**src/rtl/sat_counter.sv**
```systemverilog
// Up-counter that sticks at all-ones; synchronous clear, asynchronous active-low reset.
module sat_counter #(
  parameter int WIDTH = 8
) (
  input  logic             clk,
  input  logic             rst_n,
  input  logic             clr_i,
  input  logic             inc_i,
  output logic [WIDTH-1:0] cnt_o
);

  logic [WIDTH-1:0] cnt_q;
  logic [WIDTH-1:0] cnt_d;

  always_comb begin
    cnt_d = cnt_q;
    if (clr_i) begin
      cnt_d = '0;
    end else if (inc_i && (cnt_q != '1)) begin
      cnt_d = cnt_q + 1'b1;
    end
  end

  always_ff @(posedge clk or negedge rst_n) begin
    if (!rst_n) begin
      cnt_q <= '0;
    end else begin
      cnt_q <= cnt_d;
    end
  end

  assign cnt_o = cnt_q;

endmodule

```
**config.mk**
```make
export PLATFORM = sky130hd
export DESIGN_NAME = sat_counter
export DESIGN_NICKNAME = d
export VERILOG_FILES = /design/src/rtl/sat_counter.sv
export SDC_FILE = /design/constraint.sdc
export NUM_CORES = 1
export LEC_CHECK = 0
export ABC_AREA = 1
export CORE_AREA = 2 2 39 41
export DETAILED_ROUTE_END_ITERATION = 6
export DIE_AREA = 0 0 41 43
export HOLD_SLACK_MARGIN = 0.08
export PLACE_DENSITY_LB_ADDON = 0.15
export SETUP_SLACK_MARGIN = 0.15
export SYNTH_ARGS = -nofsm -noshare
export SYNTH_HDL_FRONTEND = slang
export SYNTH_SLANG_ARGS = --single-unit
```
**constraint.sdc**
```tcl
create_clock -name clk -period 1.3 [get_ports clk]
set_input_delay 0.13 -clock clk [delete_from_list [all_inputs] [get_ports clk]]
set_output_delay 0.13 -clock clk [all_outputs]
set_load 0.05 [all_outputs]
```
* Yosys cells after proc, flatten, opt, wreduce, memory -nomap -nowiden *
Cells that the tools add are included.

word-level totals
  output and inout port bits = 8
  logic and storage cells = 7
  input port bits = 4
  bits in registers = 8

operators by class
  equal/unequal tests = 1
  add/subtract/negate cells = 1
  multiplexer cells = 2
  reductions and logical operators = 2

operators by type and width
  operator                                      number
  2-to-1 mux 8 bit                              2
  adder 8 x 1 -> 8 bit (second input constant)  1
  != test 8 bit (second input constant)         1
  nonzero test 2 bit                            1
  logical AND 1 bit                             1

* Depth between registers and ports, before layout *
Gate-level depths: netlist of run 1.

  word-level depth = 4
  gate-level depth with buffers = 9
  gate-level depth less buffers = 9

* Worst setup path after synthesis of run 1 *
OpenSTA, ideal clock, no wires.

  path type = register to register
  start = reg cnt_q[1], in the netlist cnt_o[1]
  end = reg cnt_q[3], in the netlist cnt_o[3]
  library setup time = 66 ps
  cell stages (with the launch flop) = 10
  data required time = 1234 ps
  buffers on the path = 0
  slack = -266 ps
  data arrival time = 1500 ps
  clock period less this slack = 1566 ps
  cell sequence = dfrtp_1 > ha_1 > nand2_2 > nor2_2 > nand2_1 > nand2_2 > nand2_4 > clkinv_4 > nand2_1 > nand2_1

on the way
  cells in the longest elaborated chain, start to end = 3
  elaborated cells between the ends (all ways) = 6
  classes of those cells = add/sub (1); eq/ne (1); mux (2); reduce/logical (2)

ends and longest elaborated chain
  what                                                    line    text
  start, declared                                         12      logic [WIDTH-1:0] cnt_q;
  start signal, assigned                                  28      cnt_q <= cnt_d;
  adder 8 x 1 -> 8 bit or != test 8 bit (tied branches)   20, 19
  2-to-1 mux 8 bit or logical AND 1 bit (tied branches)   19      end else if (inc_i && (cnt_q != '1)) begin
  2-to-1 mux 8 bit or nonzero test 2 bit (tied branches)  -

Parallel ways exist; a longest one is shown, timed or not. The select of a mux whose other input is x is not followed.
A chain may end at the register's enable or synchronous reset.

* Final worst setup path of run 1 *
  start = reg cnt_q[1], in the netlist cnt_o[1]
  end = reg cnt_q[6], in the netlist cnt_o[6]

The elaborated chain is that of the path after synthesis.

==> metrics, run 1 <==
startpoint of the worst register-to-register path=cnt_o[1]$_DFFE_PN0P_; CORE AREA=1384 um^2; max FFs per register=8; final-layout worst hold slack=0.1439 ns; critical path class=flip-flop to flip-flop; actual transition at the worst max-transition pin=0.3491 ns; post-route fraction of the period consumed by the critical path=0.9782; uppermost signal routing layer after detailed routing=met4; detailed-router iteration count before antenna repair=4; pin count of the biggest net entering global routing=9; TritonCTS clock tree=yes; effective utilization at floorplan=0.3698; all-layer global routing usage=0.1850; number of nets at the end of the flow=99; gate count of the mapped netlist=74; result of the run=finished clean; ANT cells=0; reg-to-reg endpoint=cnt_o[6]$_DFFE_PN0P_; EDFF count, synth=0; number of nets produced by synthesis=79; class of the worst hold path=input pin to asynchronous set/reset pin; kind of start point of the critical path=flip-flop; Leak=0.3796 nW; summed negative setup slack over all endpoints=0 ns; Yosys top cell area share=0.3912; first-pass GRT wire length=2.111 mm; H-tree Lvls=1; R2R cell count=9; Post-DP Area=779.5 um^2; vias=547; number of antenna violations at the first check in global routing=0; post-DR vias/cell=5.018; CTS Hold Buffers Added=0; gp weighted congestion=0.7489; clock buffers created by TritonCTS=3; Clk Latency, worst-skew pair=0.26 ns; data required time of the critical path=1.44 ns; power density over cell area=790.1 nW/um^2; buffers added on ports=11; DRC violations left=0; number of register bits inferred by synthesis=8; clock transition at the registers of the reported paths=0.06 ns; post-route cell area=825.8 um^2; number of cell rows=14; Die X-Extent=41 um; detailed placer's ending HPWL=998.3 um; most instantiated flip-flop cell in the synthesis netlist=dfrtp_1; Post-Route Skew=0.006949 ns; number of filler instances in the final layout=128; Final Hold Viols=0; ys async rst share=1.000; I/O pin cnt=12; y dimension of the die=43 um; buffer type at the clock tree root=clkbuf_4; data arrival time at the worst-slack endpoint=1.41 ns; Synth Area per Inst=6.915 um^2; maximum net fanout on the critical path=6; most instantiated library cell after synthesis=nand2_1; fraction of layout instances using a drive strength above 1=0.3656; Worst Setup End Kind=flip-flop; RSZ-0062 raised after global routing=yes; Max-Cap Viols=0; Register-to-Register Setup Slack=0.03 ns; Synth Warn #=0; Bufs on Longest Clock Path=2; total global routing overflow=0; via count of the first global-routing pass=507; unique cell type count in the Yosys netlist=15; achievable clock frequency=786.4 MHz; length of routed wiring on met1=588 um; biggest area consumer among synthesized cells=dfrtp_1; total length of routed wires=1.318 mm; netlist area before placement=511.7 um^2; final count of pins violating max slew=0; area enclosed by the die boundary=1763 um^2; leading cell types by count after synthesis=nand2_1 (25), inv_1 (10), nand3_1 (9), dfrtp_1 (8), nor2_1 (5); number of setup violations in the final report=0; DRT iter0 DRCs=22; WL per Instance=12.09 um; part of the Yosys area used for sequential elements=0.3912; Worst setup startpoint=cnt_o[1]$_DFFE_PN0P_; total length of routed met2 wires=639 um; met3 WL post-DR=64 um; CTS sink cnt=8; Worst VDD drop=0.4586 mV; Max transition margin=0.7665; shortest period the worst path allows=1.272 ns; residual antenna-violating net count after detailed routing=0; ranking of synthesized cells by area=dfrtp_1 (39%), nand2_1 (18%), nand3_1 (8.8%), inv_1 (7.3%), a21oi_1 (3.9%); P&R area growth vs syn=61.37%; end point of the critical path=cnt_o[6]$_DFFE_PN0P_
layer usage:
layer,up-vias,track usage
met2,19,0.2625
met5,-,0
li1,271,-
met3,4,0.02618
met1,253,0.2408
met4,0,0.1400
stage by stage:
| step | std cells | util | setup slack, ns | power (mW) |
|---|---|---|---|---|
| 5_1_grt | 109 | 0.5967 | -0.05624 | 0.6792 |
| 4_1_cts | 108 | 0.5877 | 0.01951 | 0.6650 |
| 3_3_place_gp | 104 | 0.5633 | 0.04352 | 0.4484 |
| 6_report | 109 | 0.5967 | 0.02837 | 0.6525 |
| 2_1_floorplan | 74 | - | -0.03697 | 0.3595 |
| 3_5_place_dp | 104 | 0.5633 | 0.02182 | 0.4506 |
placed cells by master, fill, tap and decap left out, types with 3 or more instances in the layout:
master | netlist | layout
buf_4 | 0 | 4
inv_1 | 10 | 10
a21oi_1 | 4 | 3
buf_12 | 0 | 8
clkbuf_4 | 0 | 3
clkdlybuf4s50_1 | 0 | 3
nand2_1 | 25 | 23
dfrtp_2 | 0 | 7
nand2_2 | 2 | 3
nor2_1 | 5 | 4
nand3_1 | 9 | 9
worst min path at each step:
stage / from / end / slack, ns
6_report: rst_n / cnt_o[1]$_DFFE_PN0P_ / 0.14
5_1_grt: rst_n / cnt_o[1]$_DFFE_PN0P_ / 0.18
4_1_cts: rst_n / cnt_o[1]$_DFFE_PN0P_ / 0.14
3_5_place_dp: rst_n / cnt_o[7]$_DFFE_PN0P_ / 0.43
3_3_place_gp: rst_n / cnt_o[7]$_DFFE_PN0P_ / 0.43
2_1_floorplan: rst_n / cnt_o[0]$_DFFE_PN0P_ / -0.17
where the power goes:
part | switching [mW] | internal [mW]
combinational | 0.0900 | 0.0784
sequential | 0.0193 | 0.262
clock | 0.0855 | 0.117
total | 0.195 | 0.458
worst max-delay path: stages (launching register included):
cell	delay, ns
dfrtp_2	0.43
ha_4	0.18
nand2_4	0.09
nor2_4	0.04
nand2_2	0.07
nand2_2	0.06
nand2_4	0.11
clkinv_4	0.08
nand2_1	0.06
nand2_1	0.04
cell families (layout without fill, tap and decap cells):
group                    count (synthesis)  in the layout  share of synthesized area
AND/OR/NAND/NOR                         46             46                     0.3985
flip-flops                               8              8                     0.3912
AO/OA/AOI/OAI                            8              8                    0.09534
buffers and inverters                   11             30                    0.09048
adder cells (fa/ha/maj)                  1              1                    0.02445
cell type report:
type | count | area (um^2) | area share
Clock buffer | 4 | 26.28 | 0.03182
Timing Repair Buffer | 15 | 220.2 | 0.2667
Inverter | 11 | 46.29 | 0.05606
Sequential cell | 8 | 209.0 | 0.2530
Tap cell | 16 | 20.02 | 0.02424
Multi-Input combinational cell | 55 | 304.0 | 0.3682
timing repair:
item	4_1_cts	5_1_grt
gates resized for setup	3	1
pin swaps	1	1
buffers inserted	0	1
setup endpoints to repair	8	9
Power figures use the tool's default switching activity.
==> inputs of run 2 (changes only) <==
--- a/config.mk
+++ b/config.mk
@@ -7,6 +7,7 @@
 export LEC_CHECK = 0
 export ABC_AREA = 1
 export CORE_AREA = 2 2 39 41
+export CTS_CLUSTER_SIZE = 24
 export DETAILED_ROUTE_END_ITERATION = 6
 export DIE_AREA = 0 0 41 43
 export HOLD_SLACK_MARGIN = 0.08
==> results of run 2 <==
The final DEF is identical to that of run 1; final timing and power are the same.
==> inputs of run 3 (changes only) <==
--- a/config.mk
+++ b/config.mk
@@ -6,10 +6,11 @@
 export NUM_CORES = 1
 export LEC_CHECK = 0
 export ABC_AREA = 1
-export CORE_AREA = 2 2 39 41
+export CELL_PAD_IN_SITES_DETAIL_PLACEMENT = 0
+export CELL_PAD_IN_SITES_GLOBAL_PLACEMENT = 1
+export CORE_UTILIZATION = 29
 export CTS_CLUSTER_SIZE = 24
 export DETAILED_ROUTE_END_ITERATION = 6
-export DIE_AREA = 0 0 41 43
 export HOLD_SLACK_MARGIN = 0.08
 export PLACE_DENSITY_LB_ADDON = 0.15
 export SETUP_SLACK_MARGIN = 0.15
==> run 3 against run 2 <==
  * First-iteration DRC count shrank 23%
  * Register-to-register slack is essentially flat
  * Via count rose by 2.0%
  * Design area is 6.8% higher
==> metrics, run 3 (synthesis results as in run 1) <==
total length of routed met2 wires=652 um; total global routing overflow=0; area enclosed by the die boundary=1936 um^2; residual antenna-violating net count after detailed routing=0; buffer type at the clock tree root=clkbuf_4; number of cell rows=14; Max-Cap Viols=0; number of setup violations in the final report=0; class of the worst hold path=input pin to asynchronous set/reset pin; CP top delay family=simple AND/OR/NAND/NOR gates; cells traversed along the worst timing path=ha_4, nand2_4, nor2_4, nand2_2, nand2_2, nand2_4, clkinv_4, nand2_2, nand2_2; Bufs on Longest Clock Path=2; RSZ-0062 raised after global routing=yes; kind of start point of the critical path=flip-flop; summed negative setup slack over all endpoints=0 ns; Leak=0.4048 nW; CTS sink cnt=8; I/O pin cnt=12; Max transition margin=0.7217; result of the run=finished clean; uppermost signal routing layer after detailed routing=met4; most common library cell in the layout ignoring fill and taps=nand2_1; met3 WL post-DR=67 um; clock transition at the registers of the reported paths=0.07 ns; number of antenna violations at the first check in global routing=0; Final Hold Viols=0; cell with the largest stage delay on the worst path=dfrtp_2; slowest stage delay, CP=0.43 ns; shortest period the worst path allows=1.264 ns; effective utilization at floorplan=0.3246; WL per Instance=12.18 um; number of nets at the end of the flow=104; power density over cell area=797.9 nW/um^2; core occupancy in the finished layout=0.5595; Worst Setup End Kind=flip-flop; maximum net fanout on the critical path=6; data required time of the critical path=1.46 ns; number of filler instances in the final layout=152; CORE AREA=1577 um^2; Die X-Extent=44.01 um; max FFs per register=8; Worst VDD drop=0.3939 mV; highest-count cells in the layout ignoring fill and taps=nand2_1 (19), inv_1 (10), nand3_1 (9), buf_12 (8), buf_4 (8); gp weighted congestion=0.8073; H-tree Lvls=1; detailed placer's ending HPWL=955.2 um; pin count of the biggest net entering global routing=9; Post-Route Skew=0.01452 ns; y dimension of the die=44.01 um; clock buffers created by TritonCTS=3; TritonCTS clock tree=yes; first-pass GRT wire length=2.311 mm; post-route fraction of the period consumed by the critical path=0.9727; critical path buffer and inverter count=1; all-layer global routing usage=0.1712; actual transition at the worst max-transition pin=0.4162 ns; final count of pins violating max slew=0; DRC violations left=0; P&R area growth vs syn=72.37%; via count of the first global-routing pass=498; post-DR vias/cell=4.895; most repeated library cell on the critical path=nand2_2; Clk Latency, worst-skew pair=0.28 ns; data arrival time at the worst-slack endpoint=1.43 ns; ANT cells=0; length of routed wiring on met1=655 um; buffers added on ports=11; CTS Hold Buffers Added=0; DRT iter0 DRCs=17; total length of routed wires=1.388 mm; post-layout instance count excluding filler cells=114; fraction of layout instances using a drive strength above 1=0.4592; vias=558; number of placed instances, taps included=105; detailed-router iteration count before antenna repair=4; critical path class=flip-flop to flip-flop; achievable clock frequency=790.9 MHz
-- run 3: changes by cell type in the layout (fill, tap and decap cells not counted) --
cell | previous run | this run
nand2_1 | 23 | 19
buf_6 | 0 | 1
buf_4 | 4 | 8
nor2_2 | 1 | 3
nor2_1 | 4 | 2
nand2_2 | 3 | 7
-- run 3: path summary, 6_finish.rpt --
check	end	slack, ns	start	cells past startpoint
min in group clk	cnt_o[7]$_DFFE_PN0P_	0.55	inc_i	5
min	cnt_o[5]$_DFFE_PN0P_	0.14	rst_n	1
max reg2reg	cnt_o[3]$_DFFE_PN0P_	0.04	cnt_o[0]$_DFFE_PN0P_	9
max	cnt_o[3]$_DFFE_PN0P_	0.04	cnt_o[0]$_DFFE_PN0P_	9
min reg2reg	cnt_o[4]$_DFFE_PN0P_	0.57	cnt_o[4]$_DFFE_PN0P_	2
max in group asynchronous	cnt_o[3]$_DFFE_PN0P_	0.82	rst_n	1
-- run 3: worst register-to-register path, stage by stage, from the launching register on --
cell,delay (ns)
dfrtp_2,0.43
ha_4,0.18
nand2_4,0.08
nor2_4,0.04
nand2_2,0.06
nand2_2,0.06
nand2_4,0.10
clkinv_4,0.09
nand2_2,0.07
nand2_2,0.04
-- run 3: through the flow --
stage	total power, mW	hold WS [ns]	instance area [um^2]	setup WS (ns)
6_report	0.7038	0.1435	882.1	0.03554
5_1_grt	0.7391	0.1822	882.1	-0.04014
4_1_cts	0.6917	0.1678	845.8	0.04323
3_5_place_dp	0.4523	0.4615	787.0	0.01701
3_3_place_gp	0.4550	0.4633	787.0	0.02721
2_1_floorplan	0.3595	-0.1656	546.8	-0.03697
-- run 3: timing repair --
item	4_1_cts	5_1_grt
endpoints found under the setup margin	8	10
setup buffers	3	2
resized for setup	4	7
pin swaps	1	2
-- run 3: cell type report --
type                       instances  area (um^2)  area share
sequential                         8        209.0      0.2369
inverter                          11        46.29     0.05248
clock buffer                       4        26.28     0.02979
multi-input combinational         55        319.1      0.3617
tap                               16        20.02     0.02270
timing repair buffer              20        261.5      0.2965
-- run 3: report_power, final --
group / internal (mW) / switching [mW]
Combinational: 0.0926 / 0.0961
Clock: 0.119 / 0.116
Sequential: 0.261 / 0.0191
Total: 0.473 / 0.231
-- run 3: layer usage --
metal | global-route usage | vias up
met5 | 0 | -
met4 | 0.05455 | 0
met3 | 0.07500 | 2
met2 | 0.2294 | 12
met1 | 0.2448 | 259
li1 | - | 285
